[src/rtl/ps2_keycode_rx_pkg.sv]
// Shared PS/2 definitions: scan-code constants used by the game logic and
// the receive FSM state encoding.
package ps2_pkg;

  localparam logic [7:0] PS2_BREAK    = 8'hF0;
  localparam logic [7:0] PS2_EXTENDED = 8'hE0;

  localparam logic [7:0] KEY_ENTER = 8'h5A;
  localparam logic [7:0] KEY_ESC   = 8'h76;
  localparam logic [7:0] KEY_SPACE = 8'h29;
  localparam logic [7:0] KEY_A     = 8'h1C;

  typedef enum logic [1:0] {
    IDLE   = 2'd0,
    DATA   = 2'd1,
    PARITY = 2'd2,
    STOP   = 2'd3
  } rx_state_t;

endpackage

[src/rtl/ps2_keycode_rx_if.sv]
// Keycode bus from the PS/2 receiver to the game-logic controllers.
interface ps2_keycode_rx_if;
  logic [15:0] keycode;
  logic        keycode_valid;
  logic        frame_err;

  modport master (output keycode, output keycode_valid, output frame_err);
  modport slave  (input  keycode, input  keycode_valid, input  frame_err);
endinterface

[src/rtl/ps2_keycode_rx_sync_filter.sv]
// Brings the asynchronous PS/2 lines into the clk domain, debounces the
// PS/2 clock and emits a one-cycle strobe on each filtered falling edge.
module ps2_sync_filter #(
  parameter int FILTER_LEN = 8
) (
  input  logic clk,
  input  logic rst,
  input  logic ps2_clk,
  input  logic ps2_data,
  output logic data_s,
  output logic fall_stb
);

  localparam int CW = (FILTER_LEN < 2) ? 1 : $clog2(FILTER_LEN);

  logic           clk_p0, clk_p1;
  logic           dat_p0, dat_p1;
  logic           filt;
  logic [CW-1:0]  cnt;

  // Two-flop synchronisers; idle bus level is high
  always_ff @(posedge clk) begin
    if (rst) begin
      clk_p0 <= 1'b1;
      clk_p1 <= 1'b1;
      dat_p0 <= 1'b1;
      dat_p1 <= 1'b1;
    end else begin
      clk_p0 <= ps2_clk;
      clk_p1 <= clk_p0;
      dat_p0 <= ps2_data;
      dat_p1 <= dat_p0;
    end
  end

  // Glitch filter: level flips after FILTER_LEN consecutive differing samples
  always_ff @(posedge clk) begin
    if (rst) begin
      filt     <= 1'b1;
      cnt      <= '0;
      fall_stb <= 1'b0;
    end else begin
      fall_stb <= 1'b0;
      if (clk_p1 == filt) begin
        cnt <= '0;
      end else if (cnt == CW'(FILTER_LEN - 1)) begin
        filt     <= clk_p1;
        cnt      <= '0;
        fall_stb <= filt;
      end else begin
        cnt <= cnt + 1'b1;
      end
    end
  end

  assign data_s = dat_p1;

endmodule

[src/rtl/ps2_keycode_rx.sv]
// PS/2 keyboard receiver: deserialises device-to-host frames and presents
// the last two bytes as {previous, latest}. Odd-parity checking is enabled
// by defining PS2_PARITY_CHECK_EN; otherwise the parity bit is skipped.
module ps2_keycode_rx #(
  parameter int FILTER_LEN     = 8,
  parameter int TIMEOUT_CYCLES = 65000
) (
  input  logic             clk,
  input  logic             rst,
  input  logic             ps2_clk,
  input  logic             ps2_data,
  ps2_keycode_rx_if.master kc
);
  import ps2_pkg::*;

  localparam int TO_W = $clog2(TIMEOUT_CYCLES);

  function automatic logic parity_ok(input logic [7:0] b, input logic p);
    return ^{b, p};
  endfunction

  logic data_s, fall_stb;

  ps2_sync_filter #(.FILTER_LEN(FILTER_LEN)) u_sync_filter (
    .clk     (clk),
    .rst     (rst),
    .ps2_clk (ps2_clk),
    .ps2_data(ps2_data),
    .data_s  (data_s),
    .fall_stb(fall_stb)
  );

  rx_state_t       state, state_nx;
  logic [2:0]      bit_cnt, bit_cnt_nx;
  logic [7:0]      shift_reg, shift_nx;
  logic            par_bit, par_nx;
  logic [TO_W-1:0] to_cnt, to_nx;
  logic [15:0]     keycode_nx;
  logic            vld_nx, err_nx;
  logic            frame_ok;

  // State, datapath and registered output update
  always_ff @(posedge clk) begin
    if (rst) begin
      state            <= IDLE;
      bit_cnt          <= '0;
      shift_reg        <= '0;
      par_bit          <= 1'b0;
      to_cnt           <= '0;
      kc.keycode       <= '0;
      kc.keycode_valid <= 1'b0;
      kc.frame_err     <= 1'b0;
    end else begin
      state            <= state_nx;
      bit_cnt          <= bit_cnt_nx;
      shift_reg        <= shift_nx;
      par_bit          <= par_nx;
      to_cnt           <= to_nx;
      kc.keycode       <= keycode_nx;
      kc.keycode_valid <= vld_nx;
      kc.frame_err     <= err_nx;
    end
  end

  // Frame FSM, timeout watchdog and keycode update
  always_comb begin
    state_nx   = state;
    bit_cnt_nx = bit_cnt;
    shift_nx   = shift_reg;
    par_nx     = par_bit;
    keycode_nx = kc.keycode;
    vld_nx     = 1'b0;
    err_nx     = 1'b0;
    frame_ok   = 1'b0;

    if (state == IDLE || fall_stb) to_nx = '0;
    else                           to_nx = to_cnt + 1'b1;

    case (state)
      IDLE: begin
        if (fall_stb && !data_s) begin
          state_nx   = DATA;
          bit_cnt_nx = '0;
        end
      end
      DATA: begin
        if (fall_stb) begin
          shift_nx   = {data_s, shift_reg[7:1]};
          bit_cnt_nx = bit_cnt + 1'b1;
          if (bit_cnt == 3'd7) state_nx = PARITY;
        end
      end
      PARITY: begin
        if (fall_stb) begin
          par_nx   = data_s;
          state_nx = STOP;
        end
      end
      STOP: begin
        if (fall_stb) begin
`ifdef PS2_PARITY_CHECK_EN
          frame_ok = data_s && parity_ok(shift_reg, par_bit);
`else
          frame_ok = data_s;
`endif
          if (frame_ok) begin
            keycode_nx = {kc.keycode[7:0], shift_reg};
            vld_nx     = 1'b1;
          end else begin
            err_nx = 1'b1;
          end
          state_nx = IDLE;
        end
      end
      default: state_nx = IDLE;
    endcase

    // A sample event in the same cycle wins over an expiring watchdog
    if (state != IDLE && !fall_stb && to_cnt == TO_W'(TIMEOUT_CYCLES - 1)) begin
      state_nx   = IDLE;
      bit_cnt_nx = '0;
      err_nx     = 1'b1;
      to_nx      = '0;
    end
  end

endmodule

[src/flat_wrapper.sv]
// flat-port wrapper written by rule: the top's interface ports become plain ports
module ps2_keycode_rx_flat import ps2_pkg::*;
#(
  parameter int FILTER_LEN     = 8,
  parameter int TIMEOUT_CYCLES = 65000
)
  (clk, rst, ps2_clk, ps2_data, kc_keycode, kc_keycode_valid, kc_frame_err);
  ps2_keycode_rx_if kc_i ();
  input  logic clk;
  input  logic rst;
  input  logic ps2_clk;
  input  logic ps2_data;
  output wire logic [$bits(kc_i.keycode)-1:0] kc_keycode;
  output wire logic [$bits(kc_i.keycode_valid)-1:0] kc_keycode_valid;
  output wire logic [$bits(kc_i.frame_err)-1:0] kc_frame_err;
  assign kc_keycode = kc_i.keycode;
  assign kc_keycode_valid = kc_i.keycode_valid;
  assign kc_frame_err = kc_i.frame_err;
  ps2_keycode_rx #(.FILTER_LEN(FILTER_LEN), .TIMEOUT_CYCLES(TIMEOUT_CYCLES)) u_core (.clk(clk), .rst(rst), .ps2_clk(ps2_clk), .ps2_data(ps2_data), .kc(kc_i));
endmodule
[config.mk]
export PLATFORM = sky130hd
export DESIGN_NAME = ps2_keycode_rx_flat
export DESIGN_NICKNAME = d
export VERILOG_FILES = /design/src/rtl/ps2_keycode_rx_pkg.sv /design/src/rtl/ps2_keycode_rx_if.sv /design/src/rtl/ps2_keycode_rx_sync_filter.sv /design/src/rtl/ps2_keycode_rx.sv /design/src/flat_wrapper.sv
export SDC_FILE = /design/constraint.sdc
export NUM_CORES = 1
export LEC_CHECK = 0
export ABC_AREA = 1
export ABC_CLOCK_PERIOD_IN_PS = 1900
export CELL_PAD_IN_SITES_DETAIL_PLACEMENT = 1
export CELL_PAD_IN_SITES_GLOBAL_PLACEMENT = 1
export CORE_MARGIN = 4
export CORE_UTILIZATION = 41
export DETAILED_ROUTE_END_ITERATION = 8
export PLACE_DENSITY = 0.79
export SYNTH_ARGS = -nofsm -noshare
export SYNTH_HDL_FRONTEND = slang
export SYNTH_SLANG_ARGS = --single-unit
[constraint.sdc]
create_clock -name clk -period 1.9 [get_ports clk]
set_input_delay 0.285 -clock clk [delete_from_list [all_inputs] [get_ports clk]]
set_output_delay 0.285 -clock clk [all_outputs]
set_load 0.05 [all_outputs]
== Word level (Yosys, flattened, before mapping) ==
Index checks and enable logic that the tools add are counted.

* Flip-flop bits (word level): 56
* Input port bits: 4
* Output and inout port bits: 18
* Word-level logic and storage cells: 66

* Add/subtract/negate cells: 3
* Eq/ne operators: 12
* Muxes and demuxes: 14
* Bitwise gates (word level): 4
* Reduce and logical (&&, ||, !) cells: 19

{| class="wikitable"
|+ Operators with widths
! operator !! number
|-
| 16-bit by 1-bit adder with 16-bit output (second input constant) || 1
|-
| 16-bit equality test (second input constant) || 1
|-
| 3-bit OR reduction || 4
|-
| 2-bit two-way mux || 5
|-
| 2-bit inequality test (second input constant) || 4
|-
| 2-bit one-hot mux with 4 select lines || 1
|-
| 3-bit by 1-bit adder with 3-bit output (second input constant) || 2
|-
| 3-bit equality test (second input constant) || 2
|-
| 3-bit two-way mux || 2
|-
| 3-bit one-hot mux with 2 select lines || 1
|-
| 3-bit AND reduction || 2
|-
| 1-bit two-way mux || 5
|-
| 5-bit AND reduction || 1
|-
| 2-bit equality test (second input constant) || 2
|-
| 1-bit NOT || 4
|-
| 2-bit AND reduction || 2
|-
| 2-bit nonzero test || 2
|-
| 1-bit logical AND || 3
|-
| 2-bit by 1-bit equality test with 1-bit output (second input constant) || 1
|-
| 1-bit zero test || 2
|-
| 2-bit zero test || 1
|-
| 2-bit by 1-bit inequality test with 1-bit output (second input constant) || 1
|-
| 2-bit OR reduction || 1
|-
| 1-bit equality test || 1
|-
| 1-bit logical OR || 1
|}

== Logic depth before layout (Yosys ltp) ==
* Word-level depth: 4
* Mapped depth: 10
* Depth with buffers taken out: 10

== Cells and area by module ==
From an unflattened synthesis, not the netlist that was laid out.

* Cells, all modules: 325
* Area total of the unflattened synthesis: 2446.1 um^2

{| class="wikitable"
|+ By module, submodules not included
! module !! instances !! cells an instance !! area each (um^2) !! sequential area each (um^2)
|-
| ps2_keycode_rx || 1 || 292 || 2137.0 || 940.9
|-
| ps2_sync_filter || 1 || 33 || 309.0 || 180.2
|}

== Least setup slack after synthesis ==
Ideal clock, no wire load.

* Path kind: register to register
* Start: reg u_core.state[1]
* End: reg u_core.bit_cnt[0]
* Library setup time: 117 ps
* Arrival time: 1232 ps
* Data required time: 1783 ps
* Setup slack: 550 ps
* Stages on the path, launching flop included: 9
* Path buffers: 0
* Clock period less this slack: 1350 ps
* Cell sequence: dfxtp_1 > inv_1 > ha_1 > inv_1 > nor2_1 > a21oi_1 > nand2_1 > a21boi_0 > nor2_1

* Word-level cells in the longest chain between the ends: 4
* Elaborated cells on any way between the ends: 11
* Classes of those cells: 3 x eq/ne; 1 x mux; 7 x reduce/logical

{| class="wikitable"
|+ RTL lines
! what !! line !! source
|-
| from (decl) || ps2_keycode_rx.sv:33 || <nowiki>rx_state_t state, state_nx;</nowiki>
|-
| from (signal assigned) || ps2_keycode_rx.sv:54 || <nowiki>state <= state_nx;</nowiki>
|-
| branches (longest 4 deep; another with 3-bit AND reduction) || n/a ||
|-
| to (signal assigned) || ps2_keycode_rx.sv:55 || <nowiki>bit_cnt <= bit_cnt_nx;</nowiki>
|-
| to (decl) || ps2_keycode_rx.sv:34 || <nowiki>logic [2:0] bit_cnt, bit_cnt_nx;</nowiki>
|}

Parallel ways; which one is timed is not known.
A chain may end at the register's enable or synchronous reset.

== Final worst setup path ==
* Start: reg u_core.kc.keycode[3]
* End: out kc_keycode[3]

{| class="wikitable"
|+ RTL lines
! what !! line !! source
|-
| from (decl) || ps2_keycode_rx_if.sv:7 || <nowiki>modport master (output keycode, output keycode_valid, output frame_err);</nowiki>
|-
| from (signal assigned) || ps2_keycode_rx.sv:59 || <nowiki>kc.keycode <= keycode_nx;</nowiki>
|-
| to (decl) || flat_wrapper.sv:13 || <nowiki>output wire logic [$bits(kc_i.keycode)-1:0] kc_keycode;</nowiki>
|}

No word-level cell between the ends.

==> summary.txt <==
Placed design
  • Placed insts: around 420
  • Port Buffers: 21
  • Placer Congestion: between 0.7 and 0.8
  • Final HPWL DP: ~3.8 mm

Synthesis
  • Syn Nets: 339
  • Synth Area in Compound Gates: 10.1%
  • Top FF cell, synth: dfxtp_1
  • Post-synth top area share: 46.4%
  • Post-Synth Adder-Cell Area: 5.18%
  • Post-synthesis mux area share: 0%
  • Post-synth top area cell: dfxtp_1
  • Sequential fraction of the synthesis area: 46.4%
  • Main combinational cell family by area after synthesis: simple AND/OR/NAND/NOR gates
  • Synth Area in Simple Gates: 26.8%
  • Post-synth ARST share: 0%
  • Top area cells in the synthesized netlist: dfxtp_1, nor2_1, nand2_1
  • Count of cell types in the netlist: 28
  • Synth Register Bits: 56
  • Mapped Cells: about 330
  • Mapped Avg Cell Area: about 7.4 um2
  • Post-Synth XOR/XNOR Area: 2.17%
  • Synth Warn #: 0
  • Post-synth EDFFs: 0
  • Mapped Area: between 2000 and 2500 um2

Die
  • Die area: 7190 um2
  • Die H: between 80 and 90 um
  • Chip width: 84.8 um
  • Num rows: 27
  • Io pins: 22
  • Core ar.: 5610 um2
  • Initial Util: 43.1%

Worst setup path
  • FF-to-FF setup slack: around 0.34 ns
  • Worst Setup SP: u_core.kc.keycode[3]
  • WS Path Type: flop to output pin
  • Worst Path Max Fanout: 3
  • Cell count of the worst reg-to-reg path: 8
  • Crit-path max cell delay: a little over 0.8 ns
  • Slowest cell on crit path: clkdlybuf4s50_1
  • R2r startpoint: u_core.state[1]
  • Buffers & Inverters on Critical Path: 1
  • Worst EP arrival: roughly 1.5 ns
  • Crit end category: output pin
  • Cell depth of the worst setup path: 1
  • Family with the most delay on the worst path: buffers and inverters
  • CP endpoint: kc_keycode[3]
  • CP required: 1.62 ns
  • CP Launch Type: flop
  • Critical-path cell list: clkdlybuf4s50_1
  • Capturing point of the worst reg2reg path: u_core.bit_cnt[0]

Timing
  • Worst Skew: 0.00487 ns
  • Final setup violation count: 0
  • Hold Vio Cnt, Final: 0
  • Final period util: 94.5%
  • F_max: 0.557 GHz
  • Worst-margin pin slew: 0.514 ns
  • Slew Limit Fails: 0
  • Final sum of negative setup slack: 0 ns
  • Slew headroom: 65.6%
  • RSZ-0062 raised after global routing: false
  • Clock period minus worst slack: 1.80 ns

Final layout
  • Antenna cells: 0
  • Filler Cell Count: 733
  • Nets: 364
  • Finished Layout Cells: 423
  • Layout cell share with drive strength beyond 1: 5.98%
  • Core Util, Final: 49.9%
  • Multi-input logic area: ~1100 um2
  • Sequential cell area: 1120 um2
  • Area Overhead vs Synth: 15.7%

GRT
  • First-pass GRT wire length: 9.08 mm
  • Largest net degree at the start of global routing: 34
  • All-Layer GR Usage: 15.2%
  • Gr ovfl total: 0
  • Number of global-route vias before repair: slightly above 2000
  • Antenna violations before repair: 0

Detailed routing
  • DRC viols: 0
  • WL/cell: around 12 um
  • Detailed-route via count: 2052
  • Post-route ant nets: 0
  • Routed wire length: 5.12 mm
  • Drt pass-1 iters: 4
  • DRT iter0 DRCs: 56
  • Vias per inst: 4.85

CTS
  • Post-cts resize count: 0
  • CTS max path bufs: 2
  • Clk root buf: clkbuf_8
  • Clock Latency Late Sink: just over 0.3 ns
  • CTS sink cnt: 56
  • Post-CTS Setup Inserts: 0
  • Total number of H-tree levels: 2
  • CTS Hold Bufs: 0
  • CTS Buf Count: 5
  • TritonCTS clock tree: yes
  • Clk slew on worst S/H paths: approximately 0.1 ns

Min path
  • Cell count of the worst hold path: 1
  • Worst Hold Class: flop to flop
  • Hold_sp: u_core.u_sync_filter.dat_p0

Power and ir drop
  • Final total power: 2.01 mW
  • LEAKAGE: 1.01 nW
  • Pwr per Cell Area: 721 nW/um2
  • Peak VDD IR: 0.395 mV

Flow run
  • MaxCap Viol Count: 0

Run status
  • Outcome: completed
-- where the power goes --
part,internal (mW),total (mW),switching [mW],leakage (nW)
Clock,0.263,0.660,0.396,0.0414
Combinational,0.0555,0.154,0.0982,0.520
Sequential,1.19,1.20,0.0115,0.452
Total,1.51,2.01,0.506,1.01
-- cells in the final DEF, fill, tap and decap left out, types with 2 or more instances in the layout --
cell type | Yosys | routed
clkdlybuf4s50_1 | 0 | 21
o21ai_1 | 2 | 2
nand2_1 | 52 | 52
clkbuf_8 | 0 | 5
nand3_1 | 16 | 16
ha_1 | 10 | 10
nor2_1 | 60 | 60
o21ai_0 | 25 | 25
nand4_1 | 9 | 9
a21oi_1 | 19 | 19
buf_4 | 0 | 4
xor2_1 | 2 | 2
dfxtp_1 | 56 | 56
or2_2 | 5 | 5
xnor2_1 | 4 | 4
nand3b_1 | 2 | 2
inv_1 | 46 | 46
nor3_1 | 2 | 2
-- through the flow --
| stage | setup slack [ns] | area [um2] | hold WS [ns] |
|---|---|---|---|
| final | 0.104 | 2800 | 0.424 |
| after global routing | 0.0510 | 2800 | 0.459 |
| after CTS | 0.0850 | 2800 | 0.423 |
| after detailed placement | 0.367 | 2710 | 0.405 |
| after global placement | 0.462 | 2710 | 0.391 |
| after floorplan | 0.550 | 2420 | 0.389 |
-- logic make-up after synthesis --
kind of cell,after synthesis
AO/OA/AOI/OAI,48
flip-flops,56
adder cells (fa/ha/maj),10
AND/OR/NAND/NOR,149
XOR/XNOR,6
buffers and inverters,56
-- synthesized netlist by cell type, types with 3 or more instances --
cell type / number
nor2_1: 60
o21ai_0: 25
dfxtp_1: 56
clkbuf_1: 3
or2_2: 5
nand3_1: 16
nand2_1: 52
a21oi_1: 19
nand4_1: 9
inv_1: 46
xnor2_1: 4
ha_1: 10
-- final cells by class --
type	instances	area share, %
tap	72	3.22
sequential	56	40.1
clock buffer	6	2.60
inverter	49	6.62
multi-input combinational	213	38.3
timing repair buffer	25	8.59
clock inverter	2	0.582
-- how the worst min path moves through the flow --
stage	endpoint	slack, ns
after detailed placement	u_core.u_sync_filter.data_s	0.40
after global placement	u_core.u_sync_filter.data_s	0.39
after floorplan	u_core.u_sync_filter.clk_p0	0.39
final	u_core.u_sync_filter.data_s	0.42
after CTS	u_core.u_sync_filter.data_s	0.42
after global routing	u_core.u_sync_filter.clk_p1	0.46
-- routing by layer --
metal	wire, um	track usage [%]	vias to the layer above
li1	-	-	1068
met1	2450	19.0	959
met2	2470	26.4	18
met3	134	3.24	7
met4	72	4.32	0
met5	0	0	-
Power figures use the tool's default switching activity.
